[src/rtl/load_store_unit.sv]
// Load/store unit: executes one RV32I load or store per request against a
// single-port synchronous RAM; byte/half stores are done as read-modify-write.
module load_store_unit (
  input  logic        clk,
  input  logic        rst,
  input  logic        start,
  input  logic        store,
  input  logic [2:0]  funct3,
  input  logic [31:0] addr,
  input  logic [31:0] wdata,
  output logic        busy,
  output logic        done,
  output logic        err,
  output logic [31:0] rdata,
  output logic [29:0] mem_addr,
  output logic        mem_re,
  output logic        mem_we,
  output logic [31:0] mem_din,
  input  logic [31:0] mem_dout
);

  typedef enum logic [2:0] {S_IDLE, S_READ, S_LOAD, S_WRITE, S_DONE} state_t;

  state_t      r_state;
  logic        r_busy;
  logic        r_done;
  logic        r_err;
  logic        r_mem_re;
  logic        r_mem_we;
  logic [31:0] r_rdata;
  logic        r_store;
  logic [2:0]  r_funct3;
  logic [31:0] r_addr;
  logic [31:0] r_wdata;

  logic        w_accept;
  logic        w_req_err;
  logic [31:0] w_load_val;
  logic [31:0] w_store_val;

  function automatic logic access_error(input logic st, input logic [2:0] f3,
                                        input logic [1:0] a);
    logic bad_code;
    if (st) bad_code = (f3 >= 3'd3);
    else    bad_code = (f3 == 3'd3) || (f3 == 3'd6) || (f3 == 3'd7);
    return bad_code || ((f3[1:0] == 2'd1) && a[0]) ||
           ((f3[1:0] == 2'd2) && (a != 2'd0));
  endfunction

  function automatic logic [31:0] load_extend(input logic [31:0] word,
                                              input logic [2:0] f3,
                                              input logic [1:0] a);
    logic signed [7:0]  b;
    logic signed [15:0] h;
    b = word[{a, 3'b000} +: 8];
    h = a[1] ? word[31:16] : word[15:0];
    case (f3)
      3'd0:    return 32'(b);
      3'd1:    return 32'(h);
      3'd4:    return {24'd0, b};
      3'd5:    return {16'd0, h};
      default: return word;
    endcase
  endfunction

  function automatic logic [31:0] store_merge(input logic [31:0] word,
                                              input logic [31:0] wd,
                                              input logic [2:0] f3,
                                              input logic [1:0] a);
    logic [31:0] res;
    res = word;
    if (f3[1:0] == 2'd0)      res[{a, 3'b000} +: 8]     = wd[7:0];
    else if (f3[1:0] == 2'd1) res[{a[1], 4'b0000} +: 16] = wd[15:0];
    else                      res = wd;
    return res;
  endfunction

  assign w_accept    = (r_state == S_IDLE) && start;
  assign w_req_err   = access_error(store, funct3, addr[1:0]);
  assign w_load_val  = load_extend(mem_dout, r_funct3, r_addr[1:0]);
  // RAM data for the merge arrives during WRITE, so the lane splice stays combinational
  assign w_store_val = store_merge(mem_dout, r_wdata, r_funct3, r_addr[1:0]);

  assign busy     = r_busy;
  assign done     = r_done;
  assign err      = r_err;
  assign rdata    = r_rdata;
  assign mem_addr = r_addr[31:2];
  assign mem_re   = r_mem_re;
  assign mem_we   = r_mem_we;
  assign mem_din  = w_store_val;

  // request capture: data only, no reset
  always_ff @(posedge clk) begin
    if (w_accept) begin
      r_store  <= store;
      r_funct3 <= funct3;
      r_addr   <= addr;
      r_wdata  <= wdata;
    end
  end

  // control FSM with registered outputs
  always_ff @(posedge clk) begin
    if (rst) begin
      r_state  <= S_IDLE;
      r_busy   <= 1'b0;
      r_done   <= 1'b0;
      r_err    <= 1'b0;
      r_mem_re <= 1'b0;
      r_mem_we <= 1'b0;
      r_rdata  <= 32'd0;
    end else begin
      r_done   <= 1'b0;
      r_err    <= 1'b0;
      r_mem_re <= 1'b0;
      r_mem_we <= 1'b0;
      case (r_state)
        S_IDLE: begin
          if (start) begin
            r_busy <= 1'b1;
            if (w_req_err) begin
              r_state <= S_DONE;
              r_done  <= 1'b1;
              r_err   <= 1'b1;
            end else if (store && (funct3 == 3'd2)) begin
              r_state  <= S_WRITE;
              r_mem_we <= 1'b1;
            end else begin
              r_state  <= S_READ;
              r_mem_re <= 1'b1;
            end
          end
        end
        S_READ: begin
          if (r_store) begin
            r_state  <= S_WRITE;
            r_mem_we <= 1'b1;
          end else begin
            r_state <= S_LOAD;
          end
        end
        S_LOAD: begin
          r_rdata <= w_load_val;
          r_state <= S_DONE;
          r_done  <= 1'b1;
        end
        S_WRITE: begin
          r_state <= S_DONE;
          r_done  <= 1'b1;
        end
        S_DONE: begin
          r_state <= S_IDLE;
          r_busy  <= 1'b0;
        end
        default: begin
          r_state <= S_IDLE;
          r_busy  <= 1'b0;
        end
      endcase
    end
  end

endmodule

[config.mk]
export PLATFORM = sky130hd
export DESIGN_NAME = load_store_unit
export DESIGN_NICKNAME = d
export VERILOG_FILES = /design/src/rtl/load_store_unit.sv
export SDC_FILE = /design/constraint.sdc
export NUM_CORES = 1
export LEC_CHECK = 0
export ABC_AREA = 1
export ABC_CLOCK_PERIOD_IN_PS = 3800
export CORE_ASPECT_RATIO = 1.2
export CORE_MARGIN = 8
export CORE_UTILIZATION = 42
export CTS_BUF_LIST = sky130_fd_sc_hd__clkbuf_2 sky130_fd_sc_hd__clkbuf_4 sky130_fd_sc_hd__clkbuf_8
export DETAILED_ROUTE_END_ITERATION = 6
export GPL_TIMING_DRIVEN = 0
export PLACE_DENSITY = 0.9
export SYNTH_ARGS = -nofsm -noshare
export SYNTH_HDL_FRONTEND = slang
export SYNTH_SLANG_ARGS = --single-unit
[constraint.sdc]
create_clock -name clk -period 3.8 [get_ports clk]
set_input_delay 0.57 -clock clk [delete_from_list [all_inputs] [get_ports clk]]
set_output_delay 0.57 -clock clk [all_outputs]
set_load 0.1 [all_outputs]
==> results.md, run 1 <==
## CTS
- H-tree levels: 3
- cell at the root of the clock tree: sky130_fd_sc_hd__clkbuf_8
- number of buffers added to fix hold violations after cts: 0
- number of buffers inserted during clock tree synthesis: 9
- clock-pin slew on the worst setup and hold paths: 100 ps
- clock sink count: 108
- CTS Buffer Depth: 2
- Clk Latency, worst-skew pair: 390 ps
- TritonCTS clock tree: done

## Route
- total routed wirelength: 19600 um
- detailed-router iteration count before antenna repair: 5
- 1st-iter DRT viols: 428
- DR DRC count: 0
- DRT antenna net count: 0
- detailed-route via count: 5662
- average routed wire per standard cell: 18.0 um
- vias per std cell: 5.20

## Logic synthesis
- net count after synthesis: 812
- Avg Synthesized Cell Area: 8.14 um^2
- Yosys reg bits: 108
- number of warning messages in the yosys log: 0
- prevailing post-synth register cell: sky130_fd_sc_hd__edfxtp_1
- area of the mapped netlist: 5730 um^2
- Cells after Synth: 704
- fraction of synthesis flops using an asynchronous set or reset pin: 0%
- number of distinct library cell variants in the gate-level netlist after synthesis: 30
- sequential cell area fraction in the yosys report: 49.6%
- number of synthesized flops with an enable pin: 68

## Critical path
- type of element launching the critical path: flop
- cells along the critical path: buf_6, inv_4, buf_2, buf_2, ha_1, inv_1, nand2_1, nor2_1, a21oi_1, o21ai_1, buf_2
- Worst Path Arrival: 3140 ps
- most frequent cell on the critical path: sky130_fd_sc_hd__buf_2
- cell with the largest stage delay on the worst path: sky130_fd_sc_hd__edfxtp_1
- nature of the critical path endpoint: primary output
- slowest cell delay on critical path: 490 ps
- CP required: 3230 ps
- class of the most critical setup path: reg2out
- maximum fanout along the worst path: 12

## Timing
- normalized max-slew margin: 31.7%
- unrepaired setup endpoints after global routing: true
- actual slew at the worst max-slew pin: 1020 ps
- minimum hold slack: 482 ps
- fraction of the cycle the final worst path needs: 97.6%
- setup violators final: 0
- post-layout minimum cycle time: 3710 ps
- final number of max-transition violations: 0
- Highest Clock Rate: 270 MHz
- final count of hold timing violations: 0
- post-route clock skew: 7.18 ps

## Min path
- class of the tightest hold or removal check: reg2reg

## Cells and area
- share of final-layout standard cells stronger than drive strength 1: 14.1%
- fin util: 61.0%
- number of nets in the layout: 1023
- Layout Area Growth over Synthesis: 41.4%

## Outcome
- result of the run: completed

## Global route
- initial antenna violation count: 1
- maximum number of pins on one net before global-route repair: 38
- total routing resource utilization after global routing: 22.2%
- busiest layer in global routing: met2
- number of global-route vias before repair: 5720
- total grt overflow: 0
- M2 GR Usage: 37.7%
- wire length of the first global-routing pass: 30200 um
- met3 Use GR: 6.67%
- met1 layer usage reported by global route: 24.2%

## Floorplan
- num rows: 46
- area of the placeable core: 13300 um^2
- width of the die: 123 um
- DIE AREA: 17700 um^2
- Starting Density: 43.1%
- vertical die dimension: 144 um
- number of top-level design ports: 202

## Power and ir drop
- peak ir drop on the vdd network: 0.280 mV
- power per cell area: 420 nW/um^2
- Lkg Pwr: 0.00345 uW
- Final Total Pwr: 3410 uW

## Placement
- Placer Congestion: 0.963
- total of buffers placed on input and output ports: 200
- detailed placement HPWL: 15700 um

## Run
- number of max-cap violations: 0

-- cell type report --
class                           instances  area (um^2)
Tap cell                              168          210
Sequential cell                       108         2840
Clock inverter                          7         98.8
Multi-Input combinational cell        449         2180
Buffer                                 63          403
Inverter                               81          312
Antenna cell                            1         2.50
Fill cell                            1160         5190
Timing Repair Buffer                  203         1940
Clock buffer                            9          124
-- cells in the mapped netlist (6+ instances only) --
library cell,n,area share [%]
sky130_fd_sc_hd__nand2_1,129,8.4
sky130_fd_sc_hd__o21ai_0,120,10
sky130_fd_sc_hd__inv_1,73,4.8
sky130_fd_sc_hd__edfxtp_1,68,36
sky130_fd_sc_hd__a21oi_1,62,5.4
sky130_fd_sc_hd__nor2_1,62,4.1
sky130_fd_sc_hd__dfxtp_1,40,14
sky130_fd_sc_hd__buf_4,31,4.1
sky130_fd_sc_hd__o22ai_1,17,1.9
sky130_fd_sc_hd__buf_2,16,1.4
sky130_fd_sc_hd__clkbuf_1,15,0.98
sky130_fd_sc_hd__nand3_1,14,1.2
sky130_fd_sc_hd__o21ai_2,10,1.5
sky130_fd_sc_hd__o211ai_1,6,0.79
-- state kept, by name (all words and copies together) (netlist names) --
signal,flops
r_addr,32
r_wdata,32
rdata,32
r_funct3,3
r_state,3
busy,1
done,1
err,1
mem_re,1
mem_we,1
r_store,1
-- worst max-delay path: cells and delay by family, from the launching register on --
kind	cells	cell delay, ps
fa+ha+maj	1	300
simple gates	2	350
buf+inv	6	1390
flops	1	490
compound gates	2	210
-- through the flow --
stage               setup slack (ps)  cells  instance area, um^2  setup TNS [ps]
finish                          91.1   1089                 8110               0
global placement                -429   1072                 7950          -22440
CTS                             7.02   1091                 8150               0
global route                  -0.918   1089                 8110           -1.36
detailed placement              -443   1073                 7970           -7520
floorplan                       63.6    704                 5740               0
-- power by group --
group          total (uW)  switching [uW]  internal (uW)
sequential           1360            27.8           1330
clock                 788             412            376
combinational        1260             934            329
total                3410            1370           2030
-- layer usage --
layer | up-vias | part of all wire (%)
met5 | - | 0
met4 | 0 | 4.3
met3 | 56 | 9.7
met2 | 283 | 49
met1 | 2569 | 37
li1 | 2754 | -
-- cells in the final DEF (no fill, tap or decap), types with 2 or more instances in the layout --
cell / n
sky130_fd_sc_hd__dfxtp_1: 40
sky130_fd_sc_hd__nor2_2: 2
sky130_fd_sc_hd__nand2_4: 3
sky130_fd_sc_hd__clkbuf_1: 12
sky130_fd_sc_hd__clkdlybuf4s50_1: 168
sky130_fd_sc_hd__clkbuf_8: 9
sky130_fd_sc_hd__o22ai_1: 17
sky130_fd_sc_hd__nand2_1: 129
sky130_fd_sc_hd__nand3_1: 14
sky130_fd_sc_hd__nor3_1: 5
sky130_fd_sc_hd__bufinv_16: 2
sky130_fd_sc_hd__inv_1: 73
sky130_fd_sc_hd__a21oi_1: 62
sky130_fd_sc_hd__clkinv_4: 2
sky130_fd_sc_hd__nor2_1: 60
sky130_fd_sc_hd__clkinv_1: 2
sky130_fd_sc_hd__o21ai_2: 10
sky130_fd_sc_hd__inv_4: 3
sky130_fd_sc_hd__o21ai_1: 8
sky130_fd_sc_hd__nand2_2: 4
sky130_fd_sc_hd__edfxtp_1: 68
sky130_fd_sc_hd__buf_6: 5
sky130_fd_sc_hd__nand4_1: 2
sky130_fd_sc_hd__o21ai_0: 114
sky130_fd_sc_hd__buf_4: 44
sky130_fd_sc_hd__clkbuf_4: 10
sky130_fd_sc_hd__o21a_1: 2
sky130_fd_sc_hd__inv_6: 2
sky130_fd_sc_hd__inv_2: 4
sky130_fd_sc_hd__buf_2: 26
sky130_fd_sc_hd__o211ai_1: 6
sky130_fd_sc_hd__a22oi_1: 2
sky130_fd_sc_hd__ha_1: 4
-- cells by family after synthesis --
| family | after synthesis | share of synthesized area (%) |
|---|---|---|
| compound gates | 223 | 21.0 |
| simple gates | 221 | 15.6 |
| fa+ha+maj | 5 | 1.09 |
| buf+inv | 147 | 12.7 |
| flops | 108 | 49.6 |
-- path summary, 6_finish.rpt --
path / from / to / slack (ps) / cells after the start
setup / recovery: r_addr[1]$_DFFE_PP_ / mem_din[26] / 90 / 11
hold / removal: busy$_SDFFE_PP0P_ / busy$_SDFFE_PP0P_ / 480 / 1
setup reg to reg: r_state[0]$_SDFFE_PP0P_ / r_wdata[7]$_DFFE_PP_ / 1790 / 4
hold reg to reg: busy$_SDFFE_PP0P_ / busy$_SDFFE_PP0P_ / 480 / 1
-- repair_timing --
action                                  CTS  global route
endpoints found under the setup margin   32            32
pin swaps                                 1             0
setup buffers                             2             0
gates resized for setup                 160            39
Note: power is estimated with default switching activity, not from simulation.
==> run 2, diff against run 1 <==
Settings changed: GPL_TIMING_DRIVEN 0 to default.
==> results.md, run 2 (synthesized netlist as in run 1, its figures left out) <==
## Outcome
- result of the run: completed

## Floorplan
- number of top-level design ports: 202
- width of the die: 123 um
- area of the placeable core: 13300 um^2
- num rows: 46
- Starting Density: 43.1%
- vertical die dimension: 144 um
- DIE AREA: 17700 um^2

## Timing
- Highest Clock Rate: 309 MHz
- unrepaired setup endpoints after global routing: false
- final number of max-transition violations: 0
- post-route clock skew: 8.81 ps
- setup violators final: 0
- post-layout minimum cycle time: 3240 ps
- final worst setup slack: 561 ps
- fraction of the cycle the final worst path needs: 85.2%
- actual slew at the worst max-slew pin: 1020 ps
- final count of hold timing violations: 0
- normalized max-slew margin: 31.7%
- final-layout setup total negative slack: 0 ps

## Placement
- Placement Setup Slack: 1010 ps
- Placer Congestion: 0.952
- detailed placement HPWL: 15000 um
- total of buffers placed on input and output ports: 201

## CTS
- clock-pin slew on the worst setup and hold paths: 100 ps
- post-CTS setup repair buffer count: 0
- number of buffers inserted during clock tree synthesis: 9
- cell at the root of the clock tree: sky130_fd_sc_hd__clkbuf_8
- post-CTS sizing: 0
- number of buffers added to fix hold violations after cts: 0
- CTS Buffer Depth: 2
- clock sink count: 108
- Clk Latency, worst-skew pair: 380 ps
- H-tree levels: 3
- TritonCTS clock tree: done

## Cells and area
- most common cell after layout, fill and taps aside: sky130_fd_sc_hd__clkdlybuf4s50_1
- commonest cells after routing, fill and taps aside: sky130_fd_sc_hd__clkdlybuf4s50_1, sky130_fd_sc_hd__nand2_1, sky130_fd_sc_hd__o21ai_0
- final antenna diode count: 0
- Layout Area Growth over Synthesis: 41.4%
- number of nets in the layout: 962
- share of final-layout standard cells stronger than drive strength 1: 9.20%

## Critical path
- Worst Path Arrival: 2670 ps
- CP required: 3230 ps
- maximum fanout along the worst path: 13
- nature of the critical path endpoint: primary output
- type of element launching the critical path: flop
- class of the most critical setup path: reg2out

## Global route
- wire length of the first global-routing pass: 28800 um
- total grt overflow: 0
- total routing resource utilization after global routing: 21.0%
- number of global-route vias before repair: 5335
- maximum number of pins on one net before global-route repair: 64
- initial antenna violation count: 0

## Route
- 1st-iter DRT viols: 410
- total routed wirelength: 19000 um
- detailed-router iteration count before antenna repair: 6
- average routed wire per standard cell: 18.5 um
- DR DRC count: 0
- DRT antenna net count: 0
- detailed-route via count: 5411
- vias per std cell: 5.27

## Power and ir drop
- Lkg Pwr: 0.00333 uW
- peak ir drop on the vdd network: 0.239 mV
- power per cell area: 423 nW/um^2

## Min path
- class of the tightest hold or removal check: reg2reg

## Run
- number of max-cap violations: 0

-- run 2: routing by layer --
| metal | GRT usage (%) | share of wire (%) | vias up | wire, um |
|---|---|---|---|---|
| li1 | - | - | 2629 | - |
| met1 | 23.6 | 38 | 2486 | 7220 |
| met2 | 37.1 | 51 | 261 | 9720 |
| met3 | 6.32 | 8.7 | 35 | 1660 |
| met4 | 7.07 | 2.1 | 0 | 396 |
| met5 | 0 | 0 | - | 0 |
-- run 2: path summary, 6_finish.rpt --
| path | start | to | slack [ps] | depth (start not counted) |
|---|---|---|---|---|
| hold / removal | busy$_SDFFE_PP0P_ | busy$_SDFFE_PP0P_ | 510 | 1 |
| setup reg to reg | r_addr[1]$_DFFE_PP_ | rdata[21]$_SDFFE_PP0P_ | 1940 | 9 |
| hold reg to reg | busy$_SDFFE_PP0P_ | busy$_SDFFE_PP0P_ | 510 | 1 |
| setup / recovery | r_addr[0]$_DFFE_PP_ | mem_din[3] | 560 | 7 |
-- run 2: metrics by stage --
| stage | util, % | cells | area [um^2] | power, uW | hold WS, ps |
|---|---|---|---|---|---|
| finish | 61.0 | 1027 | 8110 | 3430 | 508 |
| global route | 61.0 | 1027 | 8110 | 3550 | 538 |
| CTS | 61.0 | 1027 | 8110 | 3440 | 510 |
| detailed placement | 59.5 | 1011 | 7910 | 2740 | 487 |
| global placement | 59.5 | 1011 | 7910 | 2720 | 451 |
| floorplan | - | 704 | 5740 | 2270 | 464 |
-- run 2: critical path, cell delays in order, from the launching register on --
cell	delay, ps
sky130_fd_sc_hd__edfxtp_1	600
sky130_fd_sc_hd__inv_2	200
sky130_fd_sc_hd__ha_1	390
sky130_fd_sc_hd__nand4_1	370
sky130_fd_sc_hd__o22ai_1	210
sky130_fd_sc_hd__nand2_1	60
sky130_fd_sc_hd__o21ai_0	210
sky130_fd_sc_hd__buf_12	240
-- run 2: layout make-up --
type | instances | area, um^2
clock buffer | 10 | 131
clock inverter | 6 | 65.1
fill | 1132 | 5190
inverter | 81 | 312
multi-input combinational | 449 | 2170
sequential | 108 | 2840
tap | 168 | 210
timing repair buffer | 205 | 2370
-- run 2: where the power goes --
part | internal [uW] | total, uW | switching, uW
combinational | 413 | 1350 | 940
sequential | 1330 | 1360 | 31.5
clock | 311 | 715 | 404
